File: src/rtl/band_seq_ctrl.sv
// band_seq_ctrl: shared-timebase sequencer for the ROM-coefficient FIR band
// filters. It owns the circular sample-queue pointers, launches one
// SEQ_LEN-cycle filter run per accepted sample once TAPS samples are queued,
// and flags samples that arrive while a run is still in progress.
module band_seq_ctrl #(
  parameter int DEPTH   = 1024,
  parameter int ADDR_W  = 10,
  parameter int TAPS    = 1021,
  parameter int SEQ_LEN = 1023
) (
  input  logic              clk,
  input  logic              rst_n,
  input  logic              smpl_vld,
  input  logic              clr_err,
  output logic              wr_en,
  output logic [ADDR_W-1:0] wr_addr,
  output logic [ADDR_W-1:0] rd_addr,
  output logic              sequencing,
  output logic              filt_vld,
  output logic              busy,
  output logic              ovr_err
);

  typedef enum logic [1:0] {FILL, IDLE, SEQ, DONE} state_t;

  localparam logic [ADDR_W-1:0] TAPS_A    = ADDR_W'(TAPS);
  localparam logic [ADDR_W-1:0] TAPS_LAST = ADDR_W'(TAPS - 1);
  localparam logic [ADDR_W-1:0] SEQ_LAST  = ADDR_W'(SEQ_LEN - 1);
  localparam logic [ADDR_W-1:0] PTR_LAST  = ADDR_W'(DEPTH - 1);

  state_t            state_q, state_d;
  logic [ADDR_W-1:0] fill_cnt_q, fill_cnt_d;
  logic [ADDR_W-1:0] wr_ptr_q, wr_ptr_d;
  logic [ADDR_W-1:0] rd_addr_q, rd_addr_d;
  logic [ADDR_W-1:0] seq_cnt_q, seq_cnt_d;
  logic              seq_q, seq_d;
  logic              filt_vld_q, filt_vld_d;
  logic              ovr_err_q, ovr_err_d;
  logic              accept;
  logic              drop;

  // Circular pointer step; wraps DEPTH-1 back to 0.
  function automatic logic [ADDR_W-1:0] ptr_inc(input logic [ADDR_W-1:0] p);
    return (p == PTR_LAST) ? '0 : p + 1'b1;
  endfunction

  // Next-state, queue pointer and run-counter logic.
  always_comb begin
    state_d    = state_q;
    fill_cnt_d = fill_cnt_q;
    wr_ptr_d   = wr_ptr_q;
    rd_addr_d  = rd_addr_q;
    seq_cnt_d  = seq_cnt_q;
    accept     = 1'b0;
    drop       = 1'b0;

    case (state_q)
      FILL: begin
        if (smpl_vld) begin
          accept = 1'b1;
          if (fill_cnt_q != TAPS_A) fill_cnt_d = fill_cnt_q + 1'b1;
          if (fill_cnt_q == TAPS_LAST) state_d = SEQ;
        end
      end
      IDLE: begin
        if (smpl_vld) begin
          accept  = 1'b1;
          state_d = SEQ;
        end
      end
      SEQ: begin
        drop      = smpl_vld;
        rd_addr_d = ptr_inc(rd_addr_q);
        seq_cnt_d = seq_cnt_q + 1'b1;
        if (seq_cnt_q == SEQ_LAST) begin
          state_d   = DONE;
          seq_cnt_d = '0;
        end
      end
      DONE: begin
        // One cycle with sequencing low so the bands' edge detectors re-arm.
        if (smpl_vld) begin
          accept  = 1'b1;
          state_d = SEQ;
        end else begin
          state_d = IDLE;
        end
      end
      default: state_d = FILL;
    endcase

    if (accept) wr_ptr_d = ptr_inc(wr_ptr_q);

    // A new run reads from the oldest of the last TAPS samples, counting the
    // sample written in the triggering cycle.
    if ((state_q != SEQ) && (state_d == SEQ)) begin
      rd_addr_d = wr_ptr_d - TAPS_A;
      seq_cnt_d = '0;
    end

    seq_d      = (state_d == SEQ);
    filt_vld_d = (state_d == SEQ) && (seq_cnt_d == SEQ_LAST);
    ovr_err_d  = drop | (ovr_err_q & ~clr_err);
  end

  // State and datapath registers; asynchronous reset empties the queue.
  always_ff @(posedge clk or negedge rst_n) begin
    if (!rst_n) begin
      state_q    <= FILL;
      fill_cnt_q <= '0;
      wr_ptr_q   <= '0;
      rd_addr_q  <= '0;
      seq_cnt_q  <= '0;
      seq_q      <= 1'b0;
      filt_vld_q <= 1'b0;
      ovr_err_q  <= 1'b0;
    end else begin
      state_q    <= state_d;
      fill_cnt_q <= fill_cnt_d;
      wr_ptr_q   <= wr_ptr_d;
      rd_addr_q  <= rd_addr_d;
      seq_cnt_q  <= seq_cnt_d;
      seq_q      <= seq_d;
      filt_vld_q <= filt_vld_d;
      ovr_err_q  <= ovr_err_d;
    end
  end

  assign wr_en      = accept;
  assign wr_addr    = wr_ptr_q;
  assign rd_addr    = rd_addr_q;
  assign sequencing = seq_q;
  assign busy       = seq_q;
  assign filt_vld   = filt_vld_q;
  assign ovr_err    = ovr_err_q;

endmodule

File: config.mk
export PLATFORM = sky130hd
export DESIGN_NAME = band_seq_ctrl
export DESIGN_NICKNAME = d
export VERILOG_FILES = /design/src/rtl/band_seq_ctrl.sv
export SDC_FILE = /design/constraint.sdc
export NUM_CORES = 1
export LEC_CHECK = 0
export ABC_AREA = 1
export CAP_MARGIN = 30
export CORE_ASPECT_RATIO = 0.75
export CORE_MARGIN = 8
export CORE_UTILIZATION = 51
export DETAILED_ROUTE_END_ITERATION = 16
export PLACE_DENSITY = 0.73
export SYNTH_ARGS = -nofsm -noshare
export SYNTH_HDL_FRONTEND = slang
export SYNTH_SLANG_ARGS = --single-unit
File: constraint.sdc
create_clock -name clk -period 1.8 [get_ports clk]
set_input_delay 0.27 -clock clk [delete_from_list [all_inputs] [get_ports clk]]
set_output_delay 0.27 -clock clk [all_outputs]
set_load 0.05 [all_outputs]
==> metrics.md <==
| Metric | Value |
|---|---|
| Row count | 23 |
| Failing checks | setup timing |
| Detailed Place HPWL | 5500 um |
| CP Capture Type | register |
| Max Cap Viol | 0 |
| Synth Area per Inst | 7.52 um2 |
| Boundary Pins | 29 |
| Ant. Diodes | 0 |
| Post-layout min period | between 2 and 2.5 ns |
| Die Area | approximately 0.0079 mm2 |
| Bufs on Longest Clock Path | 2 |
| Initial antenna violation count | 0 |
| Worst Path Arrival | 2.21 ns |
| Detail Route Antenna Nets | 0 |
| PD cells | approximately 1500 mW/mm2 |
| R2R depth | 11 |
| Period Utilization, post-route | 1.12 |
| Congestion Overflow GR | 0 |
| Initial drt markers | between 150 and 200 |
| Cell family with most CP delay | simple AND/OR/NAND/NOR gates |
| Flop-to-flop setup slack | -0.21 ns |
| Clock power frac | 0.146 |
| Internal power | between 3 and 4 mW |
| Synthesized net count | 370 |
| Chip Height | around 80 um |
| GP Congestion | about 0.91 |
| Syn-to-layout area delta | 58.7% |
| Core Util, Final | 0.821 |
| Core Box Area | approximately 0.0052 mm2 |
| Post-Syn Area | ~0.0027 mm2 |
| Clock H-tree levels | 2 |
| Peak VDD IR | between 800 and 900 uV |
| Slew @ Worst Pin | 0.507 ns |
| DR DRC count | 0 |
| Slew Viols, Final | 0 |
| DR vias | approximately 3,000 |
| #FFs+latches synth | 45 |
| Port-buffer cells | 28 |
| Flop pwr share | 0.243 |
| Avg WL per Cell | roughly 15 um |
| Worst path cell trace | ha_4, buf_4, nand3_2, nor2_4, xor2_2, buf_4, inv_1, nor2_2, nand4_1, nand3_2, a21oi_2 |
| Initial core utilization | 0.517 |
| Seq/Total Area, Yosys | 0.418 |
| F_max | around 0.50 GHz |
| DP Area | 0.00369 mm2 |
| Fraction of registers with async set/reset | 1.00 |
| Crit Path Class | reg -> reg |
| Cell taking the most area after synthesis | dfrtp_1 |
| Hold Crit Class | in -> async |
| Fin nets | 500 |
| Rel. slew slack | 0.661 |
| Final setup violation count | 9 |
| TritonCTS clock tree | yes |
| Comb power frac | 0.611 |
| Worst reg2reg path endpoint | rd_addr[8]$_DFFE_PN0P_ |
| Die X-Extent | between 90 and 100 um |
| Worst r2r src | wr_addr[1]$_DFF_PN0_ |
| Root Buffer | clkbuf_8 |
| Clock latency on the worst-skew pair | approximately 0.31 ns |
| Leading post-synthesis cells by cell area | dfrtp_1 42%, nand2_1 11%, inv_1 7.2%, nor2_1 6.4%, nand3_1 6.3% |
| Clk sinks | 45 |
| Fin. Hold Viols | 0 |
| Design area | roughly 0.0043 mm2 |
| Crit. path cell count | 11 |
| Tot Pwr | 6.51 mW |
| Setup crit start | wr_addr[1]$_DFF_PN0_ |
| Clock slew at reported path FFs | about 0.10 ns |
| Crit path max fanout | 5 |
| CP required | about 2.0 ns |
| Status | finished, violations left |
| Final Skew | around 0.012 ns |
| Yosys warning count | 0 |
| Unique masters post-synth | 37 |
| Max incr delay on CP | 0.39 ns |
| Leak | approximately 2.2 nW |
| Setup TNS | -1.07 ns |
| Fraction of layout cells with a size suffix above 1 | 0.474 |
| Largest net degree at the start of global routing | 21 |
| Global Route Usage Sum | 0.197 |
| Crit-path slowest cell | dfrtp_2 |
| Vias per cell | approximately 5.3 |
| Post-route setup slack | -0.210 ns |
| Gate Count Post-Synth | between 300 and 400 |
| Cts bufs inserted | 5 |
| Drt pass-1 iters | 5 |
| Post-synth EDFFs | 0 |
| NetSw | 3.03 mW |
| Vias in the first global route | around 2,900 |
| Top cell type's share of synthesized area | 0.418 |
| Critical path launch point type | register |
| Routed Wire Length | ~8600 um |
| Worst Path Buf+Inv | 3 |
| First-pass GRT wire length | roughly 13,000 um |
| Switching part of the total | 0.465 |
| Main flop type after synthesis | dfrtp_1 |
| RSZ-0062 raised after global routing | yes |
[per-layer routing]
metal | vias to the layer above | track usage | routed length (um)
li1 | 1397 | - | -
met1 | 1430 | 0.237 | 3380
met2 | 137 | 0.339 | 4380
met3 | 41 | 0.0472 | 606
met4 | 0 | 0.0663 | 252
met5 | - | 0 | 0
[cell families after synthesis]
| logic type | synth area share |
|---|---|
| and+or+nand+nor | 0.307 |
| buffers and inverters | 0.0892 |
| DFF | 0.418 |
| AOI/OAI and AO/OA | 0.0841 |
| xor gates and xnor gates | 0.0646 |
| adders and majority gates | 0.0372 |
[through the flow]
step | std cells | hold WS (ns) | setup WS (ns)
after floorplan | 358 | -0.0256 | -0.256
after global routing | 564 | 0.512 | -0.333
final | 564 | 0.433 | -0.210
after global placement | 542 | 0.247 | -0.370
after CTS | 558 | 0.464 | -0.0914
after detailed placement | 542 | 0.257 | -0.439
[power groups by stage]
stage | clock network [mW] | logic [mW] | registers [mW]
floorplan | 0 | 1.18 | 2.27
global route | 0.997 | 4.24 | 1.62
detailed placement | 0 | 3.28 | 1.58
CTS | 0.949 | 3.52 | 1.56
finish | 0.949 | 3.98 | 1.59
global placement | 0 | 3.20 | 1.56
[sequential cells by signal, summed over array words and instances, names as in the netlist]
register    cells
ovr_err         1
rd_addr        10
wr_addr        10
busy            1
seq_cnt_q      10
fill_cnt_q     10
state_q         2
filt_vld        1
[cell type report]
cell class                      count  area, um2
Tap cell                           75       93.8
Sequential cell                    45       1140
Fill cell                         299        935
Clock inverter                      3       68.8
Timing Repair Buffer              127       1020
Inverter                           58        218
Multi-Input combinational cell    251       1660
Clock buffer                        5       68.8
[worst max-delay path by stage]
| stage | to | slack, ns |
|---|---|---|
| floorplan | rd_addr[6]$_DFFE_PN0P_ | -0.26 |
| global placement | rd_addr[8]$_DFFE_PN0P_ | -0.37 |
| detailed placement | rd_addr[8]$_DFFE_PN0P_ | -0.44 |
| CTS | rd_addr[6]$_DFFE_PN0P_ | -0.09 |
| global route | rd_addr[8]$_DFFE_PN0P_ | -0.33 |
| finish | rd_addr[8]$_DFFE_PN0P_ | -0.21 |
[synth_stat cells (3+ instances only)]
library cell and n:
nand3_1 34, nor2_1 46, o21ai_0 5, inv_2 5
nor3_1 4, inv_1 52, dfrtp_1 45, a22oi_1 3
o21ai_1 7, a21oi_1 9, ha_1 8, a21oi_2 3
xor2_1 16, nand4_1 6, nand2_1 81, nor2_2 5
[cell usage in the layout (no fill, tap or decap), drive strengths merged, types with 2 or more instances in the layout]
| cell type | Yosys | final |
|---|---|---|
| xnor2 | 2 | 2 |
| clkbuf | 2 | 5 |
| or2 | 2 | 2 |
| o211ai | 2 | 2 |
| nand4 | 6 | 6 |
| buf | 2 | 119 |
| a21oi | 12 | 12 |
| o21ai | 12 | 12 |
| nor2 | 53 | 53 |
| ha | 8 | 8 |
| nor3 | 5 | 5 |
| nand2 | 84 | 84 |
| a31oi | 2 | 2 |
| a22oi | 3 | 3 |
| dfrtp | 45 | 45 |
| xor2 | 17 | 17 |
| inv | 57 | 58 |
| clkdlybuf4s50 | 0 | 6 |
| nand3 | 35 | 35 |
| bufinv | 0 | 2 |
[timing repair]
item,4_1_cts,5_1_grt
setup buffers,8,8
endpoints found under the hold margin,18,0
gates resized for setup,29,64
pin swaps,23,24
endpoints found under the setup margin,8,18
hold buffers,1,0
Note: power is estimated with default switching activity, not from simulation.
